## config.mk

```make
export PLATFORM = sky130hd
export DESIGN_NAME = fir_coeff_loader
export DESIGN_NICKNAME = d
export VERILOG_FILES = /design/src/rtl/fir_coeff_loader.sv
export SDC_FILE = /design/constraint.sdc
export NUM_CORES = 1
export LEC_CHECK = 0
export ABC_AREA = 1
export CORE_MARGIN = 4
export CORE_UTILIZATION = 44
export CTS_CLUSTER_DIAMETER = 80
export DETAILED_ROUTE_END_ITERATION = 8
export GPL_ROUTABILITY_DRIVEN = 0
export GPL_TIMING_DRIVEN = 0
export PLACE_DENSITY = 0.78
export SLEW_MARGIN = 0
export SYNTH_ARGS = -nofsm -noshare
export SYNTH_HDL_FRONTEND = slang
export SYNTH_SLANG_ARGS = --single-unit
```

## constraint.sdc

```tcl
create_clock -name clk -period 2.5 [get_ports clk]
set_input_delay 0.375 -clock clk [delete_from_list [all_inputs] [get_ports clk]]
set_output_delay 0.375 -clock clk [all_outputs]
set_load 0.005 [all_outputs]
```

## src/rtl/fir_coeff_loader.sv

```systemverilog
// fir_coeff_loader
//
// Streams signed FIR tap coefficients from a configuration host into a
// shadow bank over a valid/ready port. Once the whole bank has arrived it is
// copied in one cycle into the active bank that drives fir_direct_pipe. The
// block then holds coeffs_stable low while the pipeline flushes samples that
// were computed with a mix of old and new coefficients.
//
// Optional build macro: FIR_COEFF_SYM_EN (linear-phase mode). When it is
// defined, only ceil(NUM_TAPS/2) words are loaded. Word k is written to both
// tap k and tap NUM_TAPS-1-k, and the centre tap of an odd-length filter is
// written once.
//
// Parameters
//   TAP_COEFF_WIDTH  width of one signed coefficient
//   NUM_TAPS         number of FIR taps (>= 2)
//   SETTLE_CYCLES    cycles coeffs_stable stays low after a commit (0 = none)
//
// Ports
//   clk            clock; all logic updates on the rising edge
//   rst            synchronous active-high reset
//   cfg_start      begin a load (honoured only when idle)
//   cfg_abort      discard the load in progress (honoured only while loading)
//   cfg_valid      coefficient word valid
//   cfg_coeff      coefficient word, tap order 0 upward
//   cfg_ready      high while a load is accepting words
//   busy           high whenever a load, commit or settle is in progress
//   coeff_swap     one-cycle pulse in the first cycle the new bank is visible
//   coeffs_stable  FIR output reflects a single coefficient set
//   tap_coeffs     active bank; tap i at [W*(i+1)-1 : W*i]

module fir_coeff_loader #(
  parameter int TAP_COEFF_WIDTH = 5,
  parameter int NUM_TAPS        = 50,
  parameter int SETTLE_CYCLES   = 51
) (
  input  logic                                clk,
  input  logic                                rst,
  input  logic                                cfg_start,
  input  logic                                cfg_abort,
  input  logic                                cfg_valid,
  input  logic [TAP_COEFF_WIDTH-1:0]          cfg_coeff,
  output logic                                cfg_ready,
  output logic                                busy,
  output logic                                coeff_swap,
  output logic                                coeffs_stable,
  output logic [TAP_COEFF_WIDTH*NUM_TAPS-1:0] tap_coeffs
);

  localparam int W     = TAP_COEFF_WIDTH;
  localparam int IDX_W = $clog2(NUM_TAPS + 1);

`ifdef FIR_COEFF_SYM_EN
  localparam int LOAD_COUNT = (NUM_TAPS + 1) / 2;
`else
  localparam int LOAD_COUNT = NUM_TAPS;
`endif

  // The settle counter only needs to hold SETTLE_CYCLES-1.
  localparam int CNT_W      = (SETTLE_CYCLES > 1) ? $clog2(SETTLE_CYCLES) : 1;
  localparam int CNT_INIT_I = (SETTLE_CYCLES > 0) ? SETTLE_CYCLES - 1 : 0;

  localparam logic [IDX_W-1:0] LAST_IDX = IDX_W'(LOAD_COUNT - 1);
  localparam logic [CNT_W-1:0] CNT_INIT = CNT_W'(CNT_INIT_I);

  typedef enum logic [1:0] {
    IDLE   = 2'd0,
    LOAD   = 2'd1,
    COMMIT = 2'd2,
    SETTLE = 2'd3
  } state_t;

  state_t           state_reg;
  logic [IDX_W-1:0] index_reg;
  logic [CNT_W-1:0] cnt_reg;
  logic             cfg_ready_reg;
  logic             busy_reg;
  logic             coeff_swap_reg;
  logic             coeffs_stable_reg;

  // A word is written only on a real handshake. An abort in the same cycle
  // wins, so the coincident word is dropped.
  logic wr_fire;
  logic commit_fire;

  assign wr_fire     = (state_reg == LOAD) && cfg_valid && !cfg_abort;
  assign commit_fire = (state_reg == COMMIT);

  // ---------------------------------------------------------------------
  // Control FSM. All outputs are registered and updated together with the
  // state, so each output always matches the state it belongs to.
  // ---------------------------------------------------------------------
  always_ff @(posedge clk) begin
    if (rst) begin
      state_reg         <= IDLE;
      index_reg         <= '0;
      cnt_reg           <= '0;
      cfg_ready_reg     <= 1'b0;
      busy_reg          <= 1'b0;
      coeff_swap_reg    <= 1'b0;
      coeffs_stable_reg <= 1'b1;
    end else begin
      coeff_swap_reg <= 1'b0;
      case (state_reg)
        IDLE: begin
          if (cfg_start) begin
            state_reg     <= LOAD;
            index_reg     <= '0;
            cfg_ready_reg <= 1'b1;
            busy_reg      <= 1'b1;
          end
        end

        LOAD: begin
          if (cfg_abort) begin
            // The active bank and coeffs_stable are left untouched.
            state_reg     <= IDLE;
            cfg_ready_reg <= 1'b0;
            busy_reg      <= 1'b0;
          end else if (cfg_valid) begin
            index_reg <= index_reg + IDX_W'(1);
            if (index_reg == LAST_IDX) begin
              state_reg     <= COMMIT;
              cfg_ready_reg <= 1'b0;
            end
          end
        end

        COMMIT: begin
          // The bank copy happens on this edge, so the swap pulse lines up
          // with the first cycle in which tap_coeffs shows the new bank.
          coeff_swap_reg <= 1'b1;
          if (SETTLE_CYCLES == 0) begin
            state_reg <= IDLE;
            busy_reg  <= 1'b0;
          end else begin
            state_reg         <= SETTLE;
            cnt_reg           <= CNT_INIT;
            coeffs_stable_reg <= 1'b0;
          end
        end

        SETTLE: begin
          if (cnt_reg == '0) begin
            state_reg         <= IDLE;
            busy_reg          <= 1'b0;
            coeffs_stable_reg <= 1'b1;
          end else begin
            cnt_reg <= cnt_reg - CNT_W'(1);
          end
        end

        default: begin
          state_reg <= IDLE;
        end
      endcase
    end
  end

  // ---------------------------------------------------------------------
  // Per-tap shadow and active registers. Each tap compares the load index
  // against its own position (and, in linear-phase mode, against its mirror
  // position). A decoded write enable therefore replaces a wide write mux.
  // ---------------------------------------------------------------------
  genvar gi;
  generate
    for (gi = 0; gi < NUM_TAPS; gi++) begin : g_tap
      logic         tap_we;
      logic [W-1:0] shadow_reg;
      logic [W-1:0] active_reg;

`ifdef FIR_COEFF_SYM_EN
      assign tap_we = wr_fire && ((index_reg == IDX_W'(gi)) ||
                                  (index_reg == IDX_W'(NUM_TAPS - 1 - gi)));
`else
      assign tap_we = wr_fire && (index_reg == IDX_W'(gi));
`endif

      always_ff @(posedge clk) begin
        if (rst) begin
          shadow_reg <= '0;
        end else if (tap_we) begin
          shadow_reg <= cfg_coeff;
        end
      end

      always_ff @(posedge clk) begin
        if (rst) begin
          active_reg <= '0;
        end else if (commit_fire) begin
          active_reg <= shadow_reg;
        end
      end

      assign tap_coeffs[W*gi +: W] = active_reg;
    end
  endgenerate

  assign cfg_ready     = cfg_ready_reg;
  assign busy          = busy_reg;
  assign coeff_swap    = coeff_swap_reg;
  assign coeffs_stable = coeffs_stable_reg;

endmodule

```

### After elaboration in Yosys (flattened, before gate mapping)

Cells that the tools add are included.

* $add $sub $neg: 2
* eq/ne operators: 60
* multiplexer cells: 23
* reduce and logical (&&, ||, !) cells: 65

Operator list (count)
* $eq 6x6->1 const B: 18
* $eq 6x5->1 const B: 16
* $logic_and 1x1->1: 52
* $eq 6x4->1 const B: 8
* $eq 6x3->1 const B: 4
* $mux 6: 4
* $pmux 6 s2: 2
* $reduce_and 4->1: 4
* $eq 6x2->1 const B: 2
* $logic_not 6->1: 2
* $ne 2x2->1 const B: 6
* $mux 2: 5
* $mux 1: 8
* $pmux 2 s4: 1
* $add 6x1->6 const B: 1
* $eq 6x1->1 const B: 1
* $sub 6x1->6 const B: 1
* $eq 2x2->1 const B: 2
* $pmux 1 s2: 2
* $reduce_and 2->1: 2
* $reduce_bool 2->1: 2
* $ne 3x2->1 const B: 1
* $ne 3x3->1 const B: 1
* $pmux 1 s3: 1
* other kinds (4): 4

* register bits: 518
* output and inout port bits: 254
* word-level logic and storage cells: 257

### Depth between registers and ports, before layout

Gate-level depths: netlist (run 1).

* depth after elaboration: 5
* depth in mapped cells: 10
* gate-level depth less buffers: 9

### Least setup slack after synthesis (run 1)

No wires, ideal clock.

* path type: flip-flop to flip-flop
* start: register state_reg[0]
* end: register g_tap[13].shadow_reg[0]
* setup time: 0.113 ns
* arrival: 1.473 ns
* required time: 2.387 ns
* slack: 0.914 ns
* stages on the path, launching flop included: 11
* buffers on the path: 1
* clock period less this slack: 1.586 ns
* cells stage by stage: dfxtp_1 -> inv_2 -> nor2_2 -> nand2_1 -> nor2_4 -> nand2_1 -> buf_6 -> nor2_8 -> nand2_1 -> nand2_1 -> nor2_1

* longest elaborated chain between the ends: 4

Ends and longest elaborated chain
* start, declared: RTL line 73 `state_t state_reg;`
* start signal, assigned: RTL line 95 `state_reg <= IDLE;`
* start signal, assigned: RTL line 107 `state_reg <= LOAD;`
* start signal, assigned: RTL line 117 `state_reg <= IDLE;`
* $eq 2x1->1: RTL line 86 `assign wr_fire = (state_reg == LOAD) && cfg_valid && !cfg_abort;`
* $logic_and 1x1->1 (2 in a row): RTL line 86
* $logic_and 1x1->1: RTL line 176 `assign tap_we = wr_fire && (index_reg == IDX_W'(gi));`
* end signal, assigned: RTL line 183 `shadow_reg <= cfg_coeff;`
* end, declared: RTL line 169 `logic [W-1:0] shadow_reg;`

No other way between the ends.
A chain may end at the register's enable or synchronous reset.

==> results_dict.tcl, run 1 <==
set metrics [dict create \
    clk_path_buf_depth 3 \
    std_cell_rows 73 \
    worstSetupStartpointType "flip-flop" \
    power.share.sequential_pct 51.2 \
    hold_viol 0 \
    fin_cells 2875 \
    yosys_warnings 0 \
    clock_skew_ns 0.0115 \
    clockRootBuffer "clkbuf_16" \
    final_util_pct 57.1 \
    cts_tree "done" \
    crit_required_ns 3.01 \
    grt_use_total_pct 22.9 \
    p_sw_share_pct 22.2 \
    fp.dieW_um 210 \
    ctsHoldBuffers 0 \
    cts_buffers 51 \
    r2r_slack_ns 0.30 \
    worstSkewPairLatency_ns 0.58 \
    cp_cell_sequence "inv_1, nor2_1, inv_1, nor2_4, buf_2, buf_2, a22o_1" \
    pre_cts_ws_ns -0.298 \
    r2r_cells 7 \
    crit_end "g_tap[17].active_reg[4]" \
    syn_inst 1998 \
    dieArea_um2 44200 \
    critical_path_depth 7 \
    critPathBufInv 4 \
    period_needed_ns 2.20 \
    overflow 0 \
    fin_crit_sh_pct 88.1 \
    p_clk_share_pct 45.7 \
    synth_seq_cells 518 \
    port_buffers 262 \
    dp_cells 2785 \
    setup_ws_ns 0.297 \
    path_clk_slew_ns 0.06 \
    first_pass_iters 7 \
    vias 15300 \
    ir_worst_vdd_v 0.000503 \
    p_int_mw 12.6 \
    ant_nets 0 \
    combPwrFrac_pct 3.0 \
    arrival_ns 2.72 \
    worstPathMaxFanout 10 \
    slew_viol_final 0 \
    drtIter0Drc 1311 \
    drcViolationCount 0 \
    cts_sinks 518 \
    maxCapViolCount 0 \
    post_synth.cell_area_avg_um2 9.00 \
    final_common_cell "dfxtp_1" \
    die_h_um 210 \
    grt_max_degree 16 \
    wl_per_cell_um 18.3 \
    grt_pass1_vias 14800 \
    final_nets 2329 \
    hold_class "reg2reg" \
    syn_to_final_growth_pct 27.3 \
    synthesis.nets 2014 \
    worstReg2RegEnd "g_tap[17].active_reg[4]" \
    powerDensity_nw_per_um2 706 \
    routed_via_density 5.32 \
    synth_seq_area_share_pct 57.7 \
    antenna_found_initial 0 \
    outcome "complete, no violations" \
    async_flop_share_pct 0 \
    max_stage_delay_ns 0.41 \
    synth_area_um2 18000 \
    final_cell_mix "dfxtp_1, nand2_1, nor2_1, clkdlybuf4s50_1, a22o_1" \
    dp_hpwl_um 38300 \
    setup_viol_count_final 0 \
    grt_pass1_wl_um 81400 \
    antenna_cells 0 \
    cts_htree_levels 2 \
    endpoint_kind "flip-flop" \
    initial_core_util_pct 44.8 \
    rsz0062_at_grt "false" \
    power.switching_mw 3.58 \
    max_slew.worst_pin.slew_ns 0.837 \
    p_leak_nw 8.68 \
    ys_types 22 \
    critical_path_class "reg2reg" \
    wl_um 52600 \
    pin_count 264 \
    coreArea_um2 40100 \
    final_layout_size_suffix_gt1_share_pct 7.28 \
    cpMaxStageDelayCell "dfxtp_1" \
    max_freq_mhz 454 \
    synth-edff-count 0 \
    path_delay_family "buffers and inverters" \
    relSlewSlack_pct 44.2 \
    yosys_most_used_dff "dfxtp_1" \
]
-- power by group through the flow --
stage / sequential (mW) / clock, mW / combinational [mW]
6_report: 8.27 / 7.39 / 0.491
3_5_place_dp: 8.46 / 0 / 0.484
4_1_cts: 8.27 / 7.53 / 0.487
2_1_floorplan: 8.46 / 0 / 0.306
3_3_place_gp: 8.46 / 0 / 0.475
5_1_grt: 8.27 / 7.82 / 0.534
-- worst min-delay path by stage --
stage                                    to  depth (start not counted)  slack, ns               startpoint
floorplan           g_tap[49].active_reg[0]                          1       0.44  g_tap[49].shadow_reg[0]
global placement    g_tap[17].active_reg[4]                          1       0.45  g_tap[17].shadow_reg[4]
detailed placement   g_tap[0].active_reg[1]                          1       0.45   g_tap[0].shadow_reg[1]
CTS                                    busy                          3       0.42                cfg_start
global route        g_tap[17].active_reg[1]                          1       0.48  g_tap[17].shadow_reg[1]
finish              g_tap[47].shadow_reg[4]                          2       0.46  g_tap[47].shadow_reg[4]
-- synth_stat cells, types with 3 or more instances --
master | number | share of area (%)
a22o_1 | 250 | 12
inv_2 | 3 | 0.063
dfxtp_1 | 518 | 58
a21oi_1 | 157 | 4.4
nand2_1 | 421 | 8.8
buf_1 | 11 | 0.23
ha_1 | 6 | 0.42
nand3_1 | 165 | 4.6
nor2_4 | 7 | 0.44
nor2_2 | 7 | 0.24
nand4_1 | 5 | 0.17
buf_2 | 57 | 1.6
clkbuf_1 | 61 | 1.3
o21ai_0 | 11 | 0.31
inv_1 | 34 | 0.71
nor2_1 | 270 | 5.6
nor2_8 | 10 | 1.1
-- cell type report --
cell class / instances / area [µm²]
Timing Repair Buffer: 262 / 2620
Tap cell: 525 / 657
Clock inverter: 25 / 203
Buffer: 130 / 572
Sequential cell: 518 / 10400
Fill cell: 3429 / 17200
Multi-Input combinational cell: 1312 / 6910
Inverter: 38 / 143
Clock buffer: 65 / 1410
-- worst register-to-register path: cells and delay by family, from the launching register on --
family,cells,cell delay [ns]
AO/OA/AOI/OAI,1,0.18
buffers and inverters,4,1.02
flip-flops,1,0.41
AND/OR/NAND/NOR,2,0.52
-- kinds of logic after synthesis --
family | after synthesis | share of synthesized area [%]
AO/OA/AOI/OAI | 418 | 16.9
XOR/XNOR | 1 | 0.0487
AND/OR/NAND/NOR | 887 | 21.1
flip-flops | 518 | 57.7
buffers and inverters | 168 | 3.95
adder cells (fa/ha/maj) | 6 | 0.418
-- per-layer routing --
layer  part of all wire [%]  vias to the layer above  track usage, %
met5                      0                        -               0
met4                    3.4                        0            8.39
met3                    7.3                      125            4.69
met2                     47                      569            38.4
met1                     42                     7175            29.4
li1                       -                     7437               -
-- stage by stage --
stage	setup TNS [ns]	instance area [µm²]	power, mW	hold slack, ns
after global placement	-43.24	21300	8.93	0.447
final	0	22900	16.2	0.461
after floorplan	0	18000	8.76	0.437
after detailed placement	-48.15	21300	8.94	0.452
after CTS	0	22900	16.3	0.423
after global routing	0	22900	16.6	0.477
-- timing repair --
action | CTS | global route
resized for setup | 2 | 3
setup buffers | 0 | 0
setup endpoints to repair | 190 | 22
pin swaps | 0 | 0
No activity file was read; power rests on OpenSTA's default activity.
==> run 2, diff against run 1 <==
CORE_ASPECT_RATIO = 1.1   (was not set)
CORE_MARGIN = 5   (was 4)
CTS_CLUSTER_DIAMETER = 40   (was 80)
==> run 2 against run 1 <==
  * Wire length increased by 1.7%
  * Utilization increased by 0.38 points
  * Critical path depth unchanged
  * Largest cell class unchanged
  * Hold slack got worse by 0.0066 ns
  * Cell count about the same
  * Via count about the same
  * Sequential power about the same
  * Clock skew increased by 0.0075 ns
  * Highest routed layer unchanged
  * Register-to-register slack got worse by 0.12 ns
==> results_dict.tcl, run 2 (synthesis gave the netlist of run 1 again) <==
set metrics [dict create \
    slew_viol_final 0 \
    pin_count 264 \
    clockRootBuffer "clkbuf_16" \
    final_cell_mix "dfxtp_1, nand2_1, nor2_1, clkdlybuf4s50_1, a22o_1" \
    cts_setup_buffers 0 \
    grt_use_total_pct 22.7 \
    syn_to_final_growth_pct 28.7 \
    arrival_ns 2.84 \
    final_common_cell "dfxtp_1" \
    port_buffers 262 \
    worstSkewPairLatency_ns 0.58 \
    wl_um 53400 \
    crit_required_ns 3.01 \
    hold_viol 0 \
    dp_hpwl_um 38800 \
    powerDensity_nw_per_um2 737 \
    min_from "rst" \
    wl_per_cell_um 18.6 \
    antenna_found_initial 1 \
    clock_skew_ns 0.0190 \
    setup_viol_count_final 0 \
    routed_via_density 5.32 \
    worstPathMaxFanout 10 \
    first_pass_iters 6 \
    cts_sinks 518 \
    grt_pass1_vias 14800 \
    p_leak_nw 8.80 \
    total_power_mw 17.0 \
    cts_resized 2 \
    die_h_um 222 \
    drcViolationCount 0 \
    max_freq_mhz 430 \
    ir_worst_vdd_v 0.000494 \
    outcome "complete, no violations" \
    grt_max_degree 15 \
    max_slew.worst_pin.slew_ns 0.803 \
    final_nets 2335 \
    endpoint_kind "flip-flop" \
    period_needed_ns 2.32 \
    ant_nets 0 \
    path_clk_slew_ns 0.06 \
    cts_htree_levels 2 \
    hold_class "in2reg" \
    std_cell_rows 77 \
    overflow 0 \
    fillerInstances 3490 \
    dieArea_um2 45000 \
    maxCapViolCount 0 \
    critical_path_class "reg2reg" \
    drtIter0Drc 1189 \
    initial_core_util_pct 44.6 \
    final_layout_size_suffix_gt1_share_pct 7.67 \
    cts_buffers 57 \
    coreArea_um2 40300 \
    relSlewSlack_pct 46.3 \
    clk_path_buf_depth 3 \
    fp.dieW_um 203 \
    dpl_cell_area_um2 21200 \
    rsz0062_at_grt "false" \
    fin_crit_sh_pct 93.0 \
    vias 15300 \
    dp_cells 2773 \
    fin_cells 2874 \
    fin_area_um2 23100 \
    cts_tree "done" \
    grt_pass1_wl_um 82700 \
    ctsHoldBuffers 0 \
    r2r_slack_ns 0.18 \
    worstSetupStartpointType "flip-flop" \
]
==> run 2: changes by cell type in the layout (fill, tap and decap cells not counted), sizes merged <==
cell	delta
clkinv	-3
buf	+1
bufinv	+1
diode	+1
inv	+4
clkbuf	+7
==> run 2: worst paths after layout <==
path / cells after the start / end
setup / recovery: 7 / g_tap[33].active_reg[2]
hold / removal: 4 / index_reg[2]
setup reg to reg: 7 / g_tap[33].active_reg[2]
hold reg to reg: 1 / g_tap[14].active_reg[4]
==> run 2: critical path: stages (launching register included) <==
cell and delay, ns:
dfxtp_1 0.40, inv_1 0.11, nor2_1 0.20, inv_1 0.13, nor2_2 0.44, buf_2 0.48
buf_2 0.33, a22o_1 0.17
==> run 2: layer usage <==
metal | global-route usage, % | routed length, µm | vias to the layer above
li1 | - | - | 7451
met1 | 28.7 | 22400 | 7208
met2 | 38.9 | 25700 | 523
met3 | 4.36 | 3380 | 117
met4 | 7.95 | 1950 | 0
met5 | 0 | 0 | -
==> run 2: layout make-up <==
type	count	area, µm²	area share, %
well taps	513	642	2.77
inverters	38	143	0.617
clock inverters	27	312	1.35
multi-input cells	1312	6900	29.8
plain buffers	130	569	2.46
repair buffers	262	2620	11.3
clock buffers	73	1580	6.81
diodes	1	2.50	0.0108
flip-flops and latches	518	10400	44.8
==> run 2: report_power, final <==
part / internal, mW / switching, mW
Sequential: 8.26 / 0.0106
Combinational: 0.107 / 0.383
Clock: 4.82 / 3.45
==> run 2: through the flow <==
| step | hold slack, ns | TNS, ns | worst slack, ns | util (%) |
|---|---|---|---|---|
| after floorplan | 0.437 | 0 | 0.914 | - |
| final | 0.454 | 0 | 0.176 | 57.5 |
| after CTS | 0.422 | 0 | 0.168 | 57.4 |
| after detailed placement | 0.453 | -24.27 | -0.180 | 52.7 |
| after global placement | 0.444 | -32.37 | -0.217 | 52.7 |
| after global routing | 0.480 | 0 | 0.00804 | 57.5 |
==> run 3, diff against run 2 <==
CORE_UTILIZATION = 40   (was 44)
PLACE_DENSITY = 0.73   (was 0.78)
==> run 3 against run 2 <==
  * Sequential share of layout area shrank 0.74 points
  * Hold slack gained 0.0043 ns
  * Clock power grew 14%
  * Flip-flop and latch count is the same
  * Global-route usage shrank 1.3 points
  * Die area grew 9.5%
  * Count of clock-buffer cells in the layout grew 4
  * Clock skew is essentially flat
  * Register-to-register slack lost 0.03 ns
  * Combinational power is essentially flat
==> results_dict.tcl, run 3 (synthesis gave the netlist of run 1 again) <==
set metrics [dict create \
    p_leak_nw 8.94 \
    vias 15400 \
    wl_per_cell_um 18.6 \
    clockRootBuffer "clkbuf_16" \
    final_common_cell "dfxtp_1" \
    final_layout_size_suffix_gt1_share_pct 8.09 \
    ctsHoldBuffers 0 \
    dieArea_um2 49300 \
    setup_tns_ns 0 \
    pin_count 264 \
    grt_pass1_wl_um 83700 \
    period_needed_ns 2.36 \
    endpoint_kind "flip-flop" \
    fp.dieW_um 212 \
    overflow 0 \
    std_cell_rows 81 \
    cts_sinks 518 \
    final_cell_mix "dfxtp_1, nand2_1, nor2_1, clkdlybuf4s50_1, a22o_1" \
    port_buffers 262 \
    cts_buffers 61 \
    fin_crit_sh_pct 94.4 \
    drtIter0Drc 1050 \
    initial_core_util_pct 40.4 \
    wl_um 54900 \
    setup_viol_count_final 0 \
    max_slew.worst_pin.slew_ns 0.887 \
    cts_resized 2 \
    cts_setup_buffers 0 \
    powerDensity_nw_per_um2 774 \
    syn_to_final_growth_pct 30.9 \
    relSlewSlack_pct 40.6 \
    first_pass_iters 6 \
    drcViolationCount 0 \
    worstPathMaxFanout 10 \
    dpl_cell_area_um2 21300 \
    final_nets 2339 \
    slew_viol_final 0 \
    clk_path_buf_depth 3 \
    clock_skew_ns 0.0195 \
    cts_tree "done" \
    grt_use_total_pct 21.4 \
    routed_via_density 5.21 \
    outcome "complete, no violations" \
    cts_htree_levels 2 \
    max_freq_mhz 424 \
    hold_viol 0 \
    fin_area_um2 23500 \
    hold_class "reg2reg" \
    ant_nets 0 \
    grt_max_degree 17 \
    arrival_ns 2.91 \
    antenna_found_initial 1 \
    coreArea_um2 44500 \
    worstSkewPairLatency_ns 0.61 \
    dp_hpwl_um 39700 \
    critical_path_class "reg2reg" \
    die_h_um 232 \
    path_clk_slew_ns 0.06 \
    grt_pass1_vias 14900 \
    ir_worst_vdd_v 0.000488 \
    rsz0062_at_grt "false" \
    maxCapViolCount 0 \
    crit_required_ns 3.05 \
    worstSetupStartpointType "flip-flop" \
]
## run 3: routing by layer
metal | vias to the layer above | part of all wire [%] | GRT usage (%)
li1 | 7457 | - | -
met1 | 7277 | 42 | 26.9
met2 | 531 | 48 | 36.2
met3 | 118 | 6.4 | 3.90
met4 | 0 | 3.6 | 8.60
met5 | - | 0 | 0
## run 3: worst paths after layout
kind                            slack [ns]               startpoint  depth (start not counted)                 endpoint
worst max-delay path                  0.14                flip-flop                          6  g_tap[18].active_reg[1]
worst min-delay path                  0.46  g_tap[13].shadow_reg[4]                          1  g_tap[13].active_reg[4]
worst max register to register        0.14                flip-flop                          6  g_tap[18].active_reg[1]
worst min register to register        0.46  g_tap[13].shadow_reg[4]                          1  g_tap[13].active_reg[4]
## run 3: worst max-delay path, stage by stage (launching register included)
cell and delay [ns]:
dfxtp_1 0.35, inv_1 0.13, nor2_1 0.08, nor2_1 0.68, clkbuf_2 0.51, buf_2 0.35
a22o_1 0.18
## run 3: where the power goes
part	switching, mW	internal, mW	leakage [nW]	total (mW)
registers	0.0109	8.27	4.17	8.28
logic	0.385	0.107	3.71	0.493
clock network	3.74	5.70	1.06	9.43
total	4.13	14.1	8.94	18.2
## run 3: final cells by class
cell class	instances	area [µm²]
Multi-Input combinational cell	1312	6900
Clock buffer	77	1680
Clock inverter	36	513
Antenna cell	1	2.50
Buffer	130	569
Inverter	38	143
Sequential cell	518	10400
Timing Repair Buffer	262	2620
Fill cell	3922	21000
Tap cell	581	727
## run 3: per-stage QoR
stage | hold WS [ns] | total power, mW | setup WS, ns | utilization, % | cells
floorplan | 0.437 | 8.76 | 0.914 | - | 1998
global placement | 0.445 | 8.94 | -0.260 | 47.9 | 2841
detailed placement | 0.449 | 8.95 | -0.291 | 47.9 | 2841
CTS | 0.416 | 18.3 | 0.119 | 52.9 | 2954
global route | 0.457 | 18.7 | 0.0444 | 52.9 | 2955
finish | 0.458 | 18.2 | 0.141 | 52.9 | 2955
==> patch: new RTL, flow settings as in run 1 <==
Change the parameter `NUM_TAPS` from 50 to 25.
--- a/src/rtl/fir_coeff_loader.sv
+++ b/src/rtl/fir_coeff_loader.sv
@@ -31,7 +31,7 @@
 
 module fir_coeff_loader #(
   parameter int TAP_COEFF_WIDTH = 5,
-  parameter int NUM_TAPS        = 50,
+  parameter int NUM_TAPS        = 25,
   parameter int SETTLE_CYCLES   = 51
 ) (
   input  logic                                clk,
Ports: changed (resized tap_coeffs); port bits go from 264 to 139. The function was not compared with the original's and may differ.
==> patch against run 1 <==
Die area decreased by 43%; worst setup slack improved by 210 ps; area after synthesis decreased by 44%; worst hold slack got worse by 36 ps; sequential cell count decreased by 251; total power decreased by 46%; final area decreased by 45%; global-route usage decreased by 2.0 points; clock power decreased by 43%; fmax increased by 10%; routed wire length decreased by 48%; count of clock-buffer cells in the layout decreased by 30; critical path type is now input port to flip-flop; largest power group unchanged.
==> patch: results (changes against run 1) <==
run status completed; layout cell share with drive strength beyond 1 0.0710 (-0.00176); combinational group power 0.000270 W (-45%); Worst path max stage delay 620 ps (+210 ps); XOR/XNOR Fraction of Synth Area 0.00175 (+0.00127); top cell type's share of synthesized area 0.535 (-0.0421); port bufs 138 (-47%); critical path's slowest cell clkbuf_1; post-synthesis adder-cell area fraction 0.00876 (+0.00459); LEAKAGE 5.32 nW (-39%); Total Power 0.00872 W (-46%); vias per cell 5.19 (-2.6%); M3 GR Usage 0.0329 (-0.0140); WP data arrival 2450 ps (-270 ps); M2 GR Usage 0.346 (-0.0384); dpl ws 18.8 ps (+317 ps); register area share after synthesis 0.535 (-0.0421); synthesized area per cell 7.56 um^2 (-16%); H-Tree Depth 1 (-1); Mapped Nets 1339 (-34%); drt wl/cell 15.4 um (-16%); switching part of the total 0.213 (-0.00857); Post-synth top cells nand2_1 (373), dfxtp_1 (267), nand3_1 (207); fin util 0.572 (+0.00176); largest net degree at the start of global routing 15 (-1); DR WL met2 12500 um (-49%)
[patch: cell count changes in the layout (fill, tap and decap cells not counted), sizes merged, moves of 39 or more]
cell                  run 1  this run
a21oi                   157        58
a22o                    250         0
clkbuf                  127        78
clkdlybuf4s50           262       138
dfxtp                   518       267
nand2                   422       383
nand3                   165       207
nor2                    294       200
o21ai                    11        66
[patch: area by class of cell]
| type | instances | share of cell area |
|---|---|---|
| inverter | 49 | 0.0145 |
| buffer | 77 | 0.0303 |
| clock inverter | 12 | 0.0131 |
| tap | 280 | 0.0277 |
| multi-input combinational | 929 | 0.323 |
| sequential | 267 | 0.423 |
| clock buffer | 35 | 0.0597 |
| timing repair buffer | 138 | 0.109 |
[patch: worst paths after layout]
kind,start,end,slack (ps),depth (start not counted)
max,rst,g_tap[20].shadow_reg[2],500,6
max reg2reg,index_reg[0],g_tap[24].shadow_reg[3],530,9
min,cnt_reg[0],cnt_reg[0],420,1
min reg2reg,cnt_reg[0],cnt_reg[0],420,1
